$ cat config.mk
export PLATFORM = sky130hd
export DESIGN_NAME = logic_seq_unit
export DESIGN_NICKNAME = d
export VERILOG_FILES = /design/src/rtl/logic_seq_unit.sv
export SDC_FILE = /design/constraint.sdc
export NUM_CORES = 1
export LEC_CHECK = 0
export CORE_ASPECT_RATIO = 0.5
export CORE_MARGIN = 1.5
export CORE_UTILIZATION = 55
export CTS_BUF_LIST = sky130_fd_sc_hd__clkbuf_8
export DETAILED_ROUTE_END_ITERATION = 8
export PLACE_DENSITY = 0.83
export SETUP_SLACK_MARGIN = 0.15
export SYNTH_ARGS = -nofsm -noshare
export SYNTH_HDL_FRONTEND = slang
export SYNTH_SLANG_ARGS = --single-unit
$ cat constraint.sdc
create_clock -name clk -period 10 [get_ports clk]
set_clock_uncertainty 0.15 [all_clocks]
set_input_delay 1.5 -clock clk [delete_from_list [all_inputs] [get_ports clk]]
set_output_delay 1.5 -clock clk [all_outputs]
set_load 0.02 [all_outputs]
$ cat src/rtl/logic_seq_unit.sv
// Byte-serial bitwise logic unit: accepts an operand pair and opcode, evaluates one SLICE per cycle.
// Optional zero flag output enabled by defining LOGIC_SEQ_ZFLAG_EN.
module logic_seq_unit #(
  parameter int WIDTH = 32,
  parameter int SLICE = 8
) (
  input  logic             clk,
  input  logic             rst,
  input  logic             in_valid,
  output logic             in_ready,
  input  logic [2:0]       in_op,
  input  logic [WIDTH-1:0] in_a,
  input  logic [WIDTH-1:0] in_b,
  output logic             out_valid,
  input  logic             out_ready,
  output logic [WIDTH-1:0] out_result,
  output logic             busy
`ifdef LOGIC_SEQ_ZFLAG_EN
  , output logic           out_zero
`endif
);

  localparam int N  = WIDTH / SLICE;
  localparam int CW = (N > 1) ? $clog2(N) : 1;
  localparam int LW = (WIDTH > 1) ? $clog2(WIDTH) : 1;

  typedef enum logic [1:0] {
    S_IDLE = 2'd0,
    S_RUN  = 2'd1,
    S_DONE = 2'd2
  } state_t;

  state_t           r_state;
  logic [CW-1:0]    r_cnt;
  logic [WIDTH-1:0] r_a;
  logic [WIDTH-1:0] r_b;
  logic [2:0]       r_op;
  logic [WIDTH-1:0] r_result;
  logic             r_in_ready;
  logic             r_out_valid;
  logic             r_busy;
  logic             r_zero;

  logic [LW-1:0]    w_lsb;
  logic [SLICE-1:0] w_slice;

  function automatic logic [SLICE-1:0] f_eval(input logic [2:0] op,
                                              input logic [SLICE-1:0] a,
                                              input logic [SLICE-1:0] b);
    logic [SLICE-1:0] res;
    case (op)
      3'd0:    res = a & b;
      3'd1:    res = a | b;
      3'd2:    res = a ^ b;
      3'd3:    res = ~(a | b);
      3'd4:    res = ~a;
      3'd5:    res = ~(a & b);
      3'd6:    res = ~(a ^ b);
      3'd7:    res = a;
      default: res = '0;
    endcase
    return res;
  endfunction

  assign w_lsb   = LW'(r_cnt) * LW'(SLICE);
  assign w_slice = f_eval(r_op, r_a[w_lsb +: SLICE], r_b[w_lsb +: SLICE]);

  // Handshake FSM; all outputs are registered alongside the state.
  always_ff @(posedge clk or posedge rst) begin
    if (rst) begin
      r_state     <= S_IDLE;
      r_cnt       <= '0;
      r_a         <= '0;
      r_b         <= '0;
      r_op        <= 3'd0;
      r_result    <= '0;
      r_in_ready  <= 1'b1;
      r_out_valid <= 1'b0;
      r_busy      <= 1'b0;
      r_zero      <= 1'b1;
    end else begin
      case (r_state)
        S_IDLE: begin
          if (in_valid && r_in_ready) begin
            r_a        <= in_a;
            r_b        <= in_b;
            r_op       <= in_op;
            r_cnt      <= '0;
            r_result   <= '0;
            r_zero     <= 1'b1;
            r_in_ready <= 1'b0;
            r_busy     <= 1'b1;
            r_state    <= S_RUN;
          end
        end
        S_RUN: begin
          r_result[w_lsb +: SLICE] <= w_slice;
          r_zero <= r_zero & (w_slice == '0);
          // Counter holds at N-1 on the last slice instead of wrapping.
          if (r_cnt == CW'(N - 1)) begin
            r_out_valid <= 1'b1;
            r_state     <= S_DONE;
          end else begin
            r_cnt <= r_cnt + CW'(1);
          end
        end
        S_DONE: begin
          if (out_ready) begin
            r_out_valid <= 1'b0;
            r_busy      <= 1'b0;
            r_in_ready  <= 1'b1;
            r_state     <= S_IDLE;
          end
        end
        default: begin
          r_out_valid <= 1'b0;
          r_busy      <= 1'b0;
          r_in_ready  <= 1'b1;
          r_state     <= S_IDLE;
        end
      endcase
    end
  end

  assign in_ready   = r_in_ready;
  assign out_valid  = r_out_valid;
  assign out_result = r_result;
  assign busy       = r_busy;
`ifdef LOGIC_SEQ_ZFLAG_EN
  assign out_zero   = r_zero;
`else
  logic w_zero_unused;
  assign w_zero_unused = r_zero;
`endif

endmodule

Word-level counts from Yosys, hierarchy flattened
Index checks and enable logic that the tools add are counted.
{ "word_totals": {"register_bits": 106, "inputBits": 71, "out_inout_bits": 35, "wordCells": 67} }
{ "op_classes": {"add_sub_neg": 2, "eq_ne": 14, "shifts": 4, "n_mux": 19, "bitwise": 9, "reduce_logical": 10} }
{ "ops": {"columns": ["operator", "n"], "rows": [
  ["$pmux 32 s2", 1],
  ["$pmux 8 s8", 1],
  ["$shiftx 32x6->8", 2],
  ["$bwmux 32", 1],
  ["$mux 32", 1],
  ["$not 8->8", 4],
  ["$shift 8x7->32 const A", 1],
  ["$shiftx 8x7->32", 1],
  ["$eq 3x3->1 const B", 4],
  ["$reduce_and 3->1", 4],
  ["$mux 2", 5],
  ["$pmux 1 s3", 3],
  ["$and 8x8->8", 1],
  ["$ne 2x2->1 const B", 4],
  ["$or 8x8->8", 1],
  ["$xor 8x8->8", 1],
  ["$neg 5->7", 1],
  ["$eq 3x2->1 const B", 2],
  ["$pmux 2 s3", 1],
  ["$mux 1", 5],
  ["$eq 2x2->1 const B", 2],
  ["$pmux 2 s2", 1],
  ["$reduce_and 2->1", 2],
  ["$eq 3x1->1 const B", 1],
  ["7 further kinds", 8]
]} }

Longest topological paths before layout
{ "depth": {"ltp_word": 7, "ltp_mapped": 9, "mapped_depth_nobuf": 7} }

Worst setup path before layout
No wires, ideal clock.
{ "synth_timing": {"path_kind": "register to register", "from": "register r_cnt[0]", "to": "register r_result[21] (netlist: out_result[21])", "setup_time_ps": 147, "arrival_time_ps": 2680, "required_ps": 9703, "path_slack_ps": 7023, "stages_incl_launch_ff": 10, "n_path_buf": 2, "synth_period_minus_slack_ps": 2977, "path_cell_list": "dfrtp_1 > buf_6 > buf_2 > mux4_2 > inv_1 > ha_1 > xor2_1 > a21o_1 > a221oi_1 > o221ai_1"} }
{ "synth_between": {"elab_chain_cells": 7, "word_cells_on_any_way": 15, "classes_between": "add/sub: 1; shift: 4; mux: 3; bitwise: 7"} }
{ "synth_rtl": {"columns": ["element", "line_no", "text"], "rows": [
  ["start, declared", "34", "logic [CW-1:0] r_cnt;"],
  ["start signal, assigned", "104", "r_cnt <= r_cnt + CW'(1);"],
  ["$shiftx 32x6->8", "66", "assign w_slice = f_eval(r_op, r_a[w_lsb +: SLICE], r_b[w_lsb +: SLICE]);"],
  ["$xor 8x8->8 (tied with other cells)", "54, 58", null],
  ["$not 8->8, on equally long branches", "58, 55, 57", null],
  ["$pmux 8 s8", "51", "case (op)"],
  ["$shiftx 8x7->32", "97", "r_result[w_lsb +: SLICE] <= w_slice;"],
  ["$bwmux 32 *", "97", null],
  ["$pmux 32 s2 *", "82", "case (r_state)"],
  ["end signal, assigned by index", "97", null],
  ["end, declared", "38", "logic [WIDTH-1:0] r_result;"]
]} }
Every way passes the cells marked *; elsewhere a longest branch is shown, timed or not.
A chain may end at the register's enable or synchronous reset.

Worst setup path in the final report
{ "layout_timing": {"from": "input port in_valid", "to": "register r_result[22] (netlist: out_result[22])"} }
{ "layout_between": {"elab_chain_cells": 3} }
{ "layout_rtl": {"columns": ["element", "line_no", "text"], "rows": [
  ["start, declared", "9", "input logic in_valid,"],
  ["$logic_and 1x1->1", "84", "if (in_valid && r_in_ready) begin"],
  ["$ne 2x2->1 (no line)", null, null],
  ["$reduce_and 2->1 (no line)", null, null]
]} }
Every way passes these cells.

==> impl_metrics.ini <==
[status]
status = finished, final reports clean

[synth]
ys_warn_count = 0
synth-main-ff-cell = dfrtp_1
async_reset_ff_share_pct = 100
synth_commonest_cells = dfrtp_1, mux2_2, nand2_1
synth.net_count = 617
synth_area_um2 = 6160
syn_avg_cell_area_um2 = 11.7
post-synth-top-count-cell = dfrtp_1
synthCells = 526
yosysSeqAreaShare_pct = 43.1
synth_enable_flop_cells = 0
synth_top_cell_by_area = dfrtp_1
ys_ff_latch = 106
synth_area_leaders = dfrtp_1, mux2_2, mux4_2, ha_1, o211ai_1
netlist.area_leader.share_pct = 42.7
synthDistinctLibCells = 51

[route]
vias = 4688
drt_iter0_markers = 356
route.detailed.drc = 0
routedWlPerCell_um = 18.7
dr.pass1.iters = 5
viasPerCell = 6.14
ant_nets = 0
drt_wl_total_um = 14300

[power]
p_per_area_nw_per_um2 = 310
ir_worst_vdd_uv = 144
seq_power_share_pct = 32.1
power_frac_comb_pct = 56.6
pwr-share-clk_pct = 11.2
internal_power_w = 0.00132
swShare_pct = 43.0
cellLeakagePower_nw = 3.05
power_switching_w = 0.000998
fin_total_pwr_w = 0.00232

[clocking]
clock-sinks = 106
cts_resized = 0
h-tree-depth = 3
cts_setup_buffers = 0
clkLatencyLatePin_ps = 390
cts_buffers = 9
clk_path_buf_depth = 2
cts_tree = yes
clk_pin_slew_ps = 100
ctsHoldBuffers = 0
cts_root_buf = clkbuf_8

[sta]
post-route-min-period_ps = 3480
finalCritPeriodShare_pct = 34.8
rsz0062_at_grt = no
final.setup.tns_ps = 0
hold_viol = 0
slew_headroom_pct = 39.1
setup_viol = 0
fmax_ghz = 0.288
whs_ps = 354
worstMarginPinSlew_ps = 914
maxSlewViolCount = 0

[layout]
multi_input_area_um2 = 3260
post-route-util_pct = 68.3
layout-drive-gt1-share_pct = 21.3
syn2layout_area_growth_pct = 21.4
num_antenna_cells = 0
layout.nets = 705
fillerInstances = 828
seq_area_um2 = 2650

[global_route]
grt_max_degree = 74
grtUsageTotal_pct = 24.7
grt_antenna_before_repair = 0
grt_pass1_wl_um = 23100
grt_overflow = 0
grt_pass1_vias = 4411

[floorplan]
start_util_pct = 56.3
coreArea_um2 = 10900
num_rows = 27
die_w_um = 153
dieArea_um2 = 11900
die_h_um = 77.8
io_pins = 106

[worst_setup_path]
crit_fanout = 73
required_ps = 10090
critPathKind = input port to flop
critPathArrivalTime_ps = 3570
start_kind = input port
cp-end-kind = flop

[place]
portBuffers = 105
dp_hpwl_um = 10400
gp_congestion = 0.856

[worst_hold_path]
hold_class = flop to flop

[job]
drv_cap = 0
==> final cells by class <==
class	instances	share of cell area [%]
timing repair buffer	111	14.7
clock buffer	10	1.84
tap	145	2.43
sequential	106	35.5
multi-input combinational	363	43.6
clock inverter	6	0.803
inverter	23	1.19
==> flip-flops by register name, indices dropped and copies added (netlist names) <==
name	flops
out_result	32
r_a	32
r_b	32
r_op	3
r_cnt	2
r_state	2
busy	1
in_ready	1
out_valid	1
==> through the flow <==
stage	area (µm²)	setup WS (ps)	cells
6_report	7480	6520	764
5_1_grt	7480	6390	764
4_1_cts	7480	6550	764
3_5_place_dp	7280	6160	748
3_3_place_gp	7280	6190	748
2_1_floorplan	6160	5560	526
==> cell families (layout without fill, tap and decap cells) <==
group | count (synthesis) | in the layout | synth area share (%)
AOI/OAI and AO/OA | 113 | 113 | 14.2
xor gates and xnor gates | 8 | 8 | 1.14
adders and majority gates | 20 | 20 | 4.06
buffers and inverters | 57 | 150 | 4.20
DFF | 106 | 106 | 43.1
muxes | 99 | 99 | 21.0
and+or+nand+nor | 123 | 123 | 12.3
==> final timing paths <==
| check | startpoint | end | slack [ps] | depth (start not counted) |
|---|---|---|---|---|
| setup / recovery | in_valid | out_result[22]$_DFFE_PP0P_ | 6520 | 6 |
| setup reg to reg | r_cnt[1]$_DFFE_PP0P_ | out_result[22]$_DFFE_PP0P_ | 6640 | 8 |
| max in group asynchronous | rst | r_b[7]$_DFFE_PP0P_ | 7150 | 3 |
| hold reg to reg | out_result[29]$_DFFE_PP0P_ | out_result[29]$_DFFE_PP0P_ | 350 | 2 |
| min in group asynchronous | rst | out_result[10]$_DFFE_PP0P_ | 1370 | 2 |
| hold / removal | out_result[29]$_DFFE_PP0P_ | out_result[29]$_DFFE_PP0P_ | 350 | 2 |
==> power by group through the flow <==
| stage | logic [W] | clock network [W] | registers, W |
|---|---|---|---|
| floorplan | 0.000915 | 0 | 0.000766 |
| global placement | 0.00125 | 0 | 0.000739 |
| detailed placement | 0.00129 | 0 | 0.000751 |
| CTS | 0.00130 | 0.000268 | 0.000743 |
| global route | 0.00144 | 0.000281 | 0.000769 |
| finish | 0.00131 | 0.000260 | 0.000746 |
==> routing by layer <==
layer	track usage [%]	vias up	part of all wire [%]
met4	5.19	0	0.75
li1	-	2201	-
met3	5.98	13	7.6
met5	0	-	0
met1	38.2	2306	49
met2	35.1	168	42
==> cells in the final DEF (no fill, tap or decap), types with 4 or more instances in the layout <==
| cell | netlist | final |
|---|---|---|
| o211ai_1 | 29 | 29 |
| and3_1 | 5 | 5 |
| a221o_1 | 5 | 5 |
| o311ai_0 | 8 | 8 |
| or4b_1 | 4 | 4 |
| xor2_1 | 8 | 8 |
| nand2b_1 | 13 | 13 |
| nand2_1 | 41 | 41 |
| ha_1 | 20 | 20 |
| o22ai_1 | 11 | 11 |
| clkbuf_8 | 0 | 10 |
| nor4bb_1 | 6 | 5 |
| clkdlybuf4s50_1 | 0 | 105 |
| nor2_1 | 4 | 4 |
| or3_1 | 6 | 6 |
| nand3b_1 | 8 | 8 |
| a211o_1 | 5 | 5 |
| nor3_1 | 13 | 13 |
| a21oi_1 | 11 | 11 |
| buf_4 | 3 | 6 |
| or3b_1 | 6 | 6 |
| dfrtp_1 | 105 | 105 |
| o221ai_1 | 9 | 9 |
| o311ai_1 | 21 | 21 |
| mux2_2 | 82 | 82 |
| mux4_2 | 16 | 16 |
| inv_1 | 21 | 20 |
==> critical path, cell delays in order <==
cell and delay (ps):
clkdlybuf4s50_1 520, nor4bb_4 200, buf_4 710, a21oi_1 320
nand2_1 180, o221ai_1 120
Note: power is estimated with default switching activity, not from simulation.
